**config.mk**
```make
export PLATFORM = sky130hd
export DESIGN_NAME = instruction_fetch
export DESIGN_NICKNAME = d
export VERILOG_FILES = /design/src/rtl/bip_defs_pkg.sv /design/src/rtl/fetch_fifo.sv /design/src/rtl/instruction_fetch.sv
export SDC_FILE = /design/constraint.sdc
export NUM_CORES = 1
export LEC_CHECK = 0
export BUFFER_PORTS_ARGS = -buffer_cell sky130_fd_sc_hd__buf_2
export CAP_MARGIN = 30
export CORE_AREA = 4 4 152 154
export DETAILED_ROUTE_END_ITERATION = 12
export DIE_AREA = 0 0 156 158
export GPL_ROUTABILITY_DRIVEN = 0
export PLACE_DENSITY = 0.53
export SLEW_MARGIN = 20
export SYNTH_ARGS = -nofsm -noshare
export SYNTH_HDL_FRONTEND = slang
export SYNTH_SLANG_ARGS = --single-unit
export TNS_END_PERCENT = 50
```
**constraint.sdc**
```tcl
create_clock -name i_clk -period 3.2 [get_ports i_clk]
set_clock_uncertainty 0.1 [all_clocks]
set_input_delay 0.32 -clock i_clk [delete_from_list [all_inputs] [get_ports i_clk]]
set_output_delay 0.32 -clock i_clk [all_outputs]
set_load 0.1 [all_outputs]
```
**src/rtl/bip_defs_pkg.sv**
```systemverilog
// Shared definitions for the fetch unit.
// Holds the default program-memory address width, instruction width, the
// opcode field position, the halt opcode and the program-memory read latency.
// The other fetch files import these names.
package bip_defs;

    localparam int BIP_ADDR_WIDTH  = 11;
    localparam int BIP_INSTR_WIDTH = 16;

    // Opcode occupies the top bits of an instruction: [15:11] for 16-bit words.
    localparam int BIP_OPCODE_W    = 5;
    localparam int BIP_OPCODE_LSB  = BIP_INSTR_WIDTH - BIP_OPCODE_W;

    typedef logic [BIP_OPCODE_W-1:0] opcode_t;

    localparam opcode_t BIP_HALT_OPCODE = 5'b00000;

    // Cycles from the address being sampled to the data being valid.
    localparam int BIP_MEM_LATENCY = 2;

endpackage

```
**src/rtl/fetch_fifo.sv**
```systemverilog
// Synchronous fetch buffer with a registered head.
// Ports:
//   i_clk, i_reset  clock and synchronous active-high reset
//   i_flush         drops every entry (reset wins over flush)
//   i_wr_en/i_wr_data  push one entry at the tail
//   i_pop           consumer request; only honoured while o_head_vld is high
//   o_head/o_head_vld  registered oldest entry and its valid
//   o_count         occupancy, the head included
// Writing and popping in the same cycle is legal in every state. The caller
// guarantees no write while full unless it also pops.
module fetch_fifo #(
    parameter int DEPTH = 4,
    parameter int WIDTH = 27,
    localparam int PTR_W = $clog2(DEPTH),
    localparam int CNT_W = PTR_W + 1
) (
    input  logic             i_clk,
    input  logic             i_reset,
    input  logic             i_flush,
    input  logic             i_wr_en,
    input  logic [WIDTH-1:0] i_wr_data,
    input  logic             i_pop,
    output logic [WIDTH-1:0] o_head,
    output logic             o_head_vld,
    output logic [CNT_W-1:0] o_count
);

    logic [WIDTH-1:0] mem_q [DEPTH];
    logic [PTR_W-1:0] rd_ptr_q, rd_ptr_d;
    logic [PTR_W-1:0] wr_ptr_q, wr_ptr_d;
    logic [CNT_W-1:0] count_q, count_d;
    logic [WIDTH-1:0] head_q, head_d;
    logic             head_vld_q, head_vld_d;
    logic             pop;

    always_comb begin
        pop        = i_pop & head_vld_q;
        wr_ptr_d   = i_wr_en ? wr_ptr_q + PTR_W'(1) : wr_ptr_q;
        rd_ptr_d   = pop ? rd_ptr_q + PTR_W'(1) : rd_ptr_q;
        count_d    = count_q + CNT_W'(i_wr_en) - CNT_W'(pop);
        head_vld_d = (count_d != '0);
        head_d     = head_q;
        // The next head is the entry written this cycle only when it becomes
        // the oldest one; otherwise it already sits in storage.
        if (count_d != '0) begin
            if (i_wr_en && (wr_ptr_q == rd_ptr_d)) begin
                head_d = i_wr_data;
            end else begin
                head_d = mem_q[rd_ptr_d];
            end
        end
    end

    always_ff @(posedge i_clk) begin
        if (i_reset) begin
            rd_ptr_q   <= '0;
            wr_ptr_q   <= '0;
            count_q    <= '0;
            head_vld_q <= 1'b0;
            head_q     <= '0;
        end else if (i_flush) begin
            rd_ptr_q   <= '0;
            wr_ptr_q   <= '0;
            count_q    <= '0;
            head_vld_q <= 1'b0;
        end else begin
            rd_ptr_q   <= rd_ptr_d;
            wr_ptr_q   <= wr_ptr_d;
            count_q    <= count_d;
            head_vld_q <= head_vld_d;
            head_q     <= head_d;
        end
    end

    always_ff @(posedge i_clk) begin
        if (i_wr_en && !i_flush) begin
            mem_q[wr_ptr_q] <= i_wr_data;
        end
    end

    assign o_head     = head_q;
    assign o_head_vld = head_vld_q;
    assign o_count    = count_q;

endmodule

```
**src/rtl/instruction_fetch.sv**
```systemverilog
// Instruction fetch unit.
// Issues sequential program-memory reads from a registered PC, tracks each
// read through a valid/PC-tag pipeline matching the memory latency, and
// lands the returned words in a small buffer presented to the consumer.
// Ports:
//   i_clk, i_reset          clock, synchronous active-high reset
//   i_enable                allows new reads to issue
//   i_jump, i_jump_addr     one-cycle redirect: new PC, flush everything
//   o_mem_addr              program-memory read address (the PC register)
//   i_mem_data              memory word, valid two cycles after its address
//   o_instr, o_instr_pc     head instruction and its address
//   o_valid, i_ready        head valid / consumer accept handshake
//   o_halted                a halt instruction has been captured
module instruction_fetch
    import bip_defs::*;
#(
    parameter int      ADDR_WIDTH  = BIP_ADDR_WIDTH,
    parameter int      INSTR_WIDTH = BIP_INSTR_WIDTH,
    parameter opcode_t HALT_OPCODE = BIP_HALT_OPCODE,
    parameter int      FIFO_DEPTH  = 4
) (
    input  logic                   i_clk,
    input  logic                   i_reset,
    input  logic                   i_enable,
    input  logic                   i_jump,
    input  logic [ADDR_WIDTH-1:0]  i_jump_addr,
    output logic [ADDR_WIDTH-1:0]  o_mem_addr,
    input  logic [INSTR_WIDTH-1:0] i_mem_data,
    output logic [INSTR_WIDTH-1:0] o_instr,
    output logic [ADDR_WIDTH-1:0]  o_instr_pc,
    output logic                   o_valid,
    input  logic                   i_ready,
    output logic                   o_halted
);

    localparam int LAT     = BIP_MEM_LATENCY;
    localparam int CNT_W   = $clog2(FIFO_DEPTH) + 1;
    localparam int ENTRY_W = INSTR_WIDTH + ADDR_WIDTH;

    logic [ADDR_WIDTH-1:0] pc_q, pc_d;
    logic [LAT-1:0]        vld_q, vld_d;
    logic [ADDR_WIDTH-1:0] tag_q [LAT];
    logic [ADDR_WIDTH-1:0] tag_d [LAT];
    logic                  halted_q, halted_d;

    logic [CNT_W-1:0]      fifo_count;
    logic [CNT_W:0]        credit;
    logic                  issue;
    logic                  wr_en;
    logic                  halt_hit;
    opcode_t               wr_opcode;
    logic [ENTRY_W-1:0]    head;

    // Buffer occupancy plus reads still in flight bounds new issues, so a
    // landing word always has a free slot.
    always_comb begin
        credit = {1'b0, fifo_count};
        for (int i = 0; i < LAT; i++) begin
            credit = credit + (CNT_W+1)'(vld_q[i]);
        end
    end

    assign issue     = i_enable & ~halted_q & ~i_jump & (credit < (CNT_W+1)'(FIFO_DEPTH));
    assign wr_en     = vld_q[LAT-1] & ~i_jump;
    assign wr_opcode = i_mem_data[INSTR_WIDTH-1 -: BIP_OPCODE_W];
    assign halt_hit  = wr_en & (wr_opcode == HALT_OPCODE);

    always_comb begin
        pc_d = pc_q;
        if (i_jump) begin
            pc_d = i_jump_addr;
        end else if (issue) begin
            pc_d = pc_q + ADDR_WIDTH'(1);
        end

        vld_d[0] = issue;
        tag_d[0] = pc_q;
        for (int i = 1; i < LAT; i++) begin
            vld_d[i] = vld_q[i-1];
            tag_d[i] = tag_q[i-1];
        end
        // Everything behind a landing halt is younger and gets dropped,
        // including a read issued in the same cycle.
        if (i_jump || halt_hit) begin
            vld_d = '0;
        end

        halted_d = halted_q;
        if (i_jump) begin
            halted_d = 1'b0;
        end else if (halt_hit) begin
            halted_d = 1'b1;
        end
    end

    // Stage boundary: issue -> tag pipeline (memory address sampled here)
    always_ff @(posedge i_clk) begin
        if (i_reset) begin
            pc_q     <= '0;
            vld_q    <= '0;
            halted_q <= 1'b0;
        end else begin
            pc_q     <= pc_d;
            vld_q    <= vld_d;
            halted_q <= halted_d;
        end
    end

    always_ff @(posedge i_clk) begin
        tag_q <= tag_d;
    end

    // Stage boundary: memory return -> buffer write
    fetch_fifo #(
        .DEPTH (FIFO_DEPTH),
        .WIDTH (ENTRY_W)
    ) u_fifo (
        .i_clk      (i_clk),
        .i_reset    (i_reset),
        .i_flush    (i_jump),
        .i_wr_en    (wr_en),
        .i_wr_data  ({i_mem_data, tag_q[LAT-1]}),
        .i_pop      (i_ready),
        .o_head     (head),
        .o_head_vld (o_valid),
        .o_count    (fifo_count)
    );

    assign o_mem_addr = pc_q;
    assign o_instr    = head[ENTRY_W-1 -: INSTR_WIDTH];
    assign o_instr_pc = head[ADDR_WIDTH-1:0];
    assign o_halted   = halted_q;

endmodule
```
Yosys cells after proc, flatten, opt, wreduce, memory -nomap -nowiden
Memory sizes are Yosys's and may differ from the RTL's. A register that Yosys moved wholly into a read port is not among the register bits.
Index checks and enable logic that the tools add are counted.
{"block": "totals", "reg_bits": 44, "ram_bits": 108, "input_bits": 32, "word_cells": 40, "mem_count": 1}
{"block": "op_classes", "addsub": 7, "n_lt_le_gt_ge": 1, "muxes": 5, "bitwise_logic": 8, "n_reduce_logical": 9}
{"name": "u_fifo.mem_q", "words": 4, "word_bits": 27, "rd": 1, "rd_ports_with_merged_regs": 1, "write_ports": 1, "line": "fetch_fifo.sv:28", "text": "logic [WIDTH-1:0] mem_q [DEPTH];"}
{"op": "11-bit two-way mux", "count": 2}
{"op": "11-bit by 1-bit adder with 11-bit output (second input constant)", "count": 1}
{"op": "1-bit AND", "count": 6}
{"op": "5-bit zero test", "count": 1}
{"op": "2-bit by 1-bit adder with 2-bit output (second input constant)", "count": 2}
{"op": "3-bit by 1-bit adder with 4-bit output", "count": 1}
{"op": "4-bit by 1-bit adder with 4-bit output", "count": 1}
{"op": "4-bit by 3-bit less-than comparator with 1-bit output (second input constant)", "count": 1}
{"op": "2-bit OR reduction", "count": 2}
{"op": "3-bit by 1-bit adder with 3-bit output", "count": 1}
{"op": "3-bit nonzero test", "count": 1}
{"op": "3-bit by 1-bit subtractor with 3-bit output", "count": 1}
{"op": "1-bit two-way mux", "count": 2}
{"op": "2-bit two-way mux", "count": 1}
{"op": "1-bit inverter", "count": 2}
{"op": "2-bit AND reduction", "count": 1}
{"op": "2-bit nonzero test", "count": 1}
{"op": "1-bit logical AND", "count": 1}
{"op": "1-bit zero test", "count": 1}
{"op": "1-bit logical OR", "count": 1}

Logic depth before layout (Yosys ltp)
{"block": "depth", "word_depth": 6, "mapped_depth": 13}

Hierarchy
Synthesis repeated with hierarchy kept, for this count alone.
{"block": "unflattened", "cells_unflattened": 636, "hier_area_um2": 8196.6}
{"mod": "fetch_fifo", "instances": 1, "cells_each": 513, "area_each_um2": 6831.6, "seq_area_each_um2": 3943.8}
{"mod": "instruction_fetch", "instances": 1, "cells_each": 123, "area_each_um2": 1365.1, "seq_area_each_um2": 720.7}

Least setup slack after synthesis
No wires, ideal clock.
{"block": "synth_timing", "kind": "register to register", "startpoint": "register u_fifo.head_vld_q, in the netlist u_fifo.o_head_vld", "endpoint": "register u_fifo.head_q[6], in the netlist u_fifo.o_head[6], read port of u_fifo.mem_q", "setup_time_ps": 138, "arrival_time_ps": 3343, "t_required_ps": 2962, "path_slack_ps": -381, "stages_incl_launch_ff": 14, "cell_sequence": "dfxtp_1 -> nand2_4 -> clkinv_2 -> buf_4 -> ha_1 -> inv_1 -> ha_1 -> fa_1 -> or2_1 -> o21ai_1 -> inv_1 -> nand4_1 -> buf_2 -> o221ai_1"}
{"block": "synth_via", "elab_chain_cells": 4, "elab_cells_between_ends": 5, "cone_classes": "add/sub: 1; mux: 1; bitwise: 1; reduce/logical: 2"}
{"item": "from (decl)", "line": "fetch_fifo.sv:33", "text": "logic head_vld_q, head_vld_d;"}
{"item": "from (signal assigned)", "line": "fetch_fifo.sv:70", "text": "head_vld_q <= head_vld_d;"}
{"item": "1-bit AND", "line": "fetch_fifo.sv:37", "text": "pop = i_pop & head_vld_q;"}
{"item": "3-bit by 1-bit subtractor with 3-bit output", "line": "fetch_fifo.sv:40", "text": "count_d = count_q + CNT_W'(i_wr_en) - CNT_W'(pop);"}
{"item": "named net u_fifo.count_d[1]", "line": "fetch_fifo.sv:31", "text": "logic [CNT_W-1:0] count_q, count_d;"}
{"item": "3-bit nonzero test", "line": "fetch_fifo.sv:45", "text": "if (count_d != '0) begin"}
{"item": "2-bit AND reduction (no line)"}
{"item": "to (decl)", "line": "fetch_fifo.sv:32", "text": "logic [WIDTH-1:0] head_q, head_d;"}
The timed path passes the listed nets, and every way through them passes these cells.
A chain may end at the register's enable or synchronous reset.

Final worst setup path
{"block": "layout_timing", "startpoint": "register vld_q[1]", "endpoint": "register u_fifo.head_q[21], in the netlist u_fifo.o_head[21], read port of u_fifo.mem_q"}
{"block": "layout_via", "elab_chain_cells": 5}
{"item": "from (decl)", "line": "instruction_fetch.sv:41", "text": "logic [LAT-1:0] vld_q, vld_d;"}
{"item": "from (signal assigned)", "line": "instruction_fetch.sv:104", "text": "vld_q <= vld_d;"}
{"item": "1-bit AND", "line": "instruction_fetch.sv:64", "text": "assign wr_en = vld_q[LAT-1] & ~i_jump;"}
{"item": "3-bit by 1-bit adder with 3-bit output", "line": "fetch_fifo.sv:40"}
{"item": "3-bit by 1-bit subtractor with 3-bit output", "line": "fetch_fifo.sv:40"}
{"item": "named net u_fifo.count_d[1]", "line": "fetch_fifo.sv:31"}
{"item": "3-bit nonzero test", "line": "fetch_fifo.sv:45"}
{"item": "2-bit AND reduction (no line)"}
The timed path passes the listed nets, and every way through them passes these cells.

==> impl_metrics.json <==
{
  "slew_headroom": 0.424,
  "num_io_pins": 72,
  "synth_nets": 611,
  "worst_ep_required_time_ps": 3390,
  "grt_pass1_wl_um": 28100,
  "grtUsageTotal": 0.150,
  "chipHeight_um": 158,
  "synth_ff_type": "edfxtp_1",
  "netlist_area_um2": 8120,
  "rsz0062_at_grt": "no",
  "grt_pass1_vias": 5089,
  "holdWs_ps": 27.6,
  "cts_made_buffers": 17,
  "min_period_ps": 2820,
  "worstMarginPinSlew_ps": 864,
  "final_core_util": 0.427,
  "start_kind": "register",
  "timing.final.crit_share": 0.880,
  "drt-vias-per-instance": 5.23,
  "antennaDiodeCount": 0,
  "crit_chain": "nor2b_1, inv_2, ha_1, inv_1, ha_1, fa_1, or2_1, o21ai_1, inv_1, nand4_1, buf_12, o221ai_1",
  "clkSinkCount": 179,
  "synthArstFlopShare": 0,
  "tns_ps": 0,
  "root_buffer": "clkbuf_16",
  "register_area_um2": 4670,
  "status": "complete, no violations",
  "finalHoldViolCount": 0,
  "drtIter0Drc": 163,
  "synth_edf_count": 108,
  "insertion_delay_ps": 420,
  "maxCapViolations": 0,
  "syn_avg_cell_area_um2": 14.3,
  "htreeDepth": 4,
  "worst_setup_path_end_kind": "register",
  "synth_seq_area_share": 0.575,
  "crit_family": "adder cells",
  "synth_seq_cells": 179,
  "cp_num_buf_inv": 4,
  "fmax_ghz": 0.355,
  "cts_tree": "built",
  "finalWirelength_um": 18000,
  "core_area_um2": 21700,
  "arrival_ps": 3010,
  "multi_input_area_um2": 3030,
  "hpwl_um": 10700,
  "p_total_mw": 4.74,
  "powerDensity_nw_per_um2": 511,
  "drc_errors": 0,
  "grt_max_degree": 50,
  "postRouteAntennaNets": 0,
  "setup_slack_ps": 383,
  "n_fill_cell": 2007,
  "drive_gt1_frac": 0.252,
  "worstHoldPathType": "input pin to register",
  "setup_violations": 0,
  "dr.pass1.iters": 4,
  "cts.path.max_buffers": 2,
  "synth_area_leader_cell": "edfxtp_1",
  "fin_nets": 671,
  "ir_drop_mv": 0.367,
  "leakage_nw": 3.79,
  "die_w_um": 156,
  "die_area_um2": 24600,
  "setup.worst_path.class": "register to register",
  "synth_cell_types": 50,
  "start_util": 0.374,
  "synthCells": 569,
  "antenna_found_initial": 0,
  "ys.warnings.count": 0,
  "area_delta_synth_final_pct": 14.2,
  "grt_overflow_total": 0,
  "portBuffers": 71,
  "clkTransAtPathRegs_ps": 70,
  "synth_area_leaders": "edfxtp_1 (40%), dfxtp_1 (18%), mux2i_1 (13%)",
  "cp_slowest_cell": "fa_1",
  "vias": 4819,
  "slew_viol_final": 0,
  "place_ws_ps": 352,
  "critical-path-max-stage-delay_ps": 440,
  "rows": 54,
  "reg2reg_slack_ps": 380,
  "yosysTopAreaCellShare": 0.400,
  "cts_resized": 0,
  "path_max_fanout": 27,
  "avgRoutedWirePerCell_um": 19.5
}
path summary, 6_finish.rpt:
check,start,cells after the start,end
setup / recovery,vld_q[1],12,u_fifo.o_head[21]
hold / removal,i_mem_data[9],1,u_fifo.mem_q[3][20]
setup reg to reg,vld_q[1],12,u_fifo.o_head[21]
hold reg to reg,tag_d[6],0,tag_q[6]
cell families after synthesis:
group | share of synthesized area
xor+xnor | 0.00925
fa+ha+maj | 0.0163
mux | 0.209
flops | 0.575
simple gates | 0.0734
buf+inv | 0.0527
compound gates | 0.0641
report_power, final:
group	total, mW	internal, mW	switching, mW
registers	2.52	2.48	0.0403
clock network	1.92	1.02	0.900
logic	0.296	0.0755	0.221
Yosys cell counts (5+ instances only):
cell      instances
mux2i_1         109
edfxtp_1        108
dfxtp_1          71
inv_1            35
nand3b_1         28
mux4_2           27
buf_4            17
nor2_1           17
o221ai_1         17
buf_2            13
clkbuf_1         12
o221ai_2         10
ha_1              9
or4_1             9
and2_1            8
a311oi_1          7
nand2_1           6
nor3_1            6
o31ai_1           6
nand3_1           5
xnor2_1           5
through the flow:
| stage | area, µm² | instances |
|---|---|---|
| 3_3_place_gp | 8710 | 889 |
| 5_1_grt | 9270 | 922 |
| 3_5_place_dp | 8710 | 889 |
| 4_1_cts | 9270 | 922 |
| 2_1_floorplan | 8120 | 569 |
| 6_report | 9270 | 922 |
timing repair:
| item | CTS | global route |
|---|---|---|
| buffers inserted | 0 | 0 |
| hold buffers | 1 | 0 |
| endpoints found under the hold margin | 4 | 0 |
cell usage in the layout, fill, tap and decap left out, types with 4 or more instances in the layout:
cell type and instances:
or4_1 9, nand3_1 5, nor2_1 17, buf_2 71, inv_6 5, buf_4 11, o221ai_1 17, nor3_1 6
xnor2_1 5, ha_1 9, a311oi_1 7, mux4_2 27, mux2i_1 109, and2_1 8, nand2_1 6, buf_12 4
nand3b_1 28, o31ai_1 6, clkbuf_16 17, edfxtp_1 108, o221ai_2 10, dfxtp_1 69, inv_1 35
worst reg2reg max path: cells and delay by family, from the launching register on:
family | cells | cell delay (ps)
buffers and inverters | 4 | 400
AOI/OAI and AO/OA | 2 | 320
and+or+nand+nor | 3 | 600
adders and majority gates | 3 | 890
DFF | 1 | 400
metal layers:
layer / vias to the layer above / track usage / wire [µm]
li1: 2300 / - / -
met4: 0 / 0.0363 / 144
met3: 11 / 0.0394 / 850
met2: 93 / 0.247 / 8780
met1: 2415 / 0.199 / 8250
met5: - / 0 / 0
layout make-up:
type / instances / share of cell area
sequential: 179 / 0.504
multi-input combinational: 306 / 0.327
timing repair buffer: 87 / 0.0570
clock buffer: 17 / 0.0459
tap: 280 / 0.0378
inverter: 38 / 0.0155
clock inverter: 15 / 0.0132
sequential cells by signal (all words and copies together), names as in the netlist:
name and flops:
vld_q 2, o_halted 1, tag_d 11, u_fifo.wr_ptr_q 2, u_fifo.rd_ptr_q 2, u_fifo.o_count 3, u_fifo.o_head 27, u_fifo.o_head_vld 1
tag_q 11, o_mem_addr 11, u_fifo.mem_q 108
No activity file was read; power rests on OpenSTA's default activity.
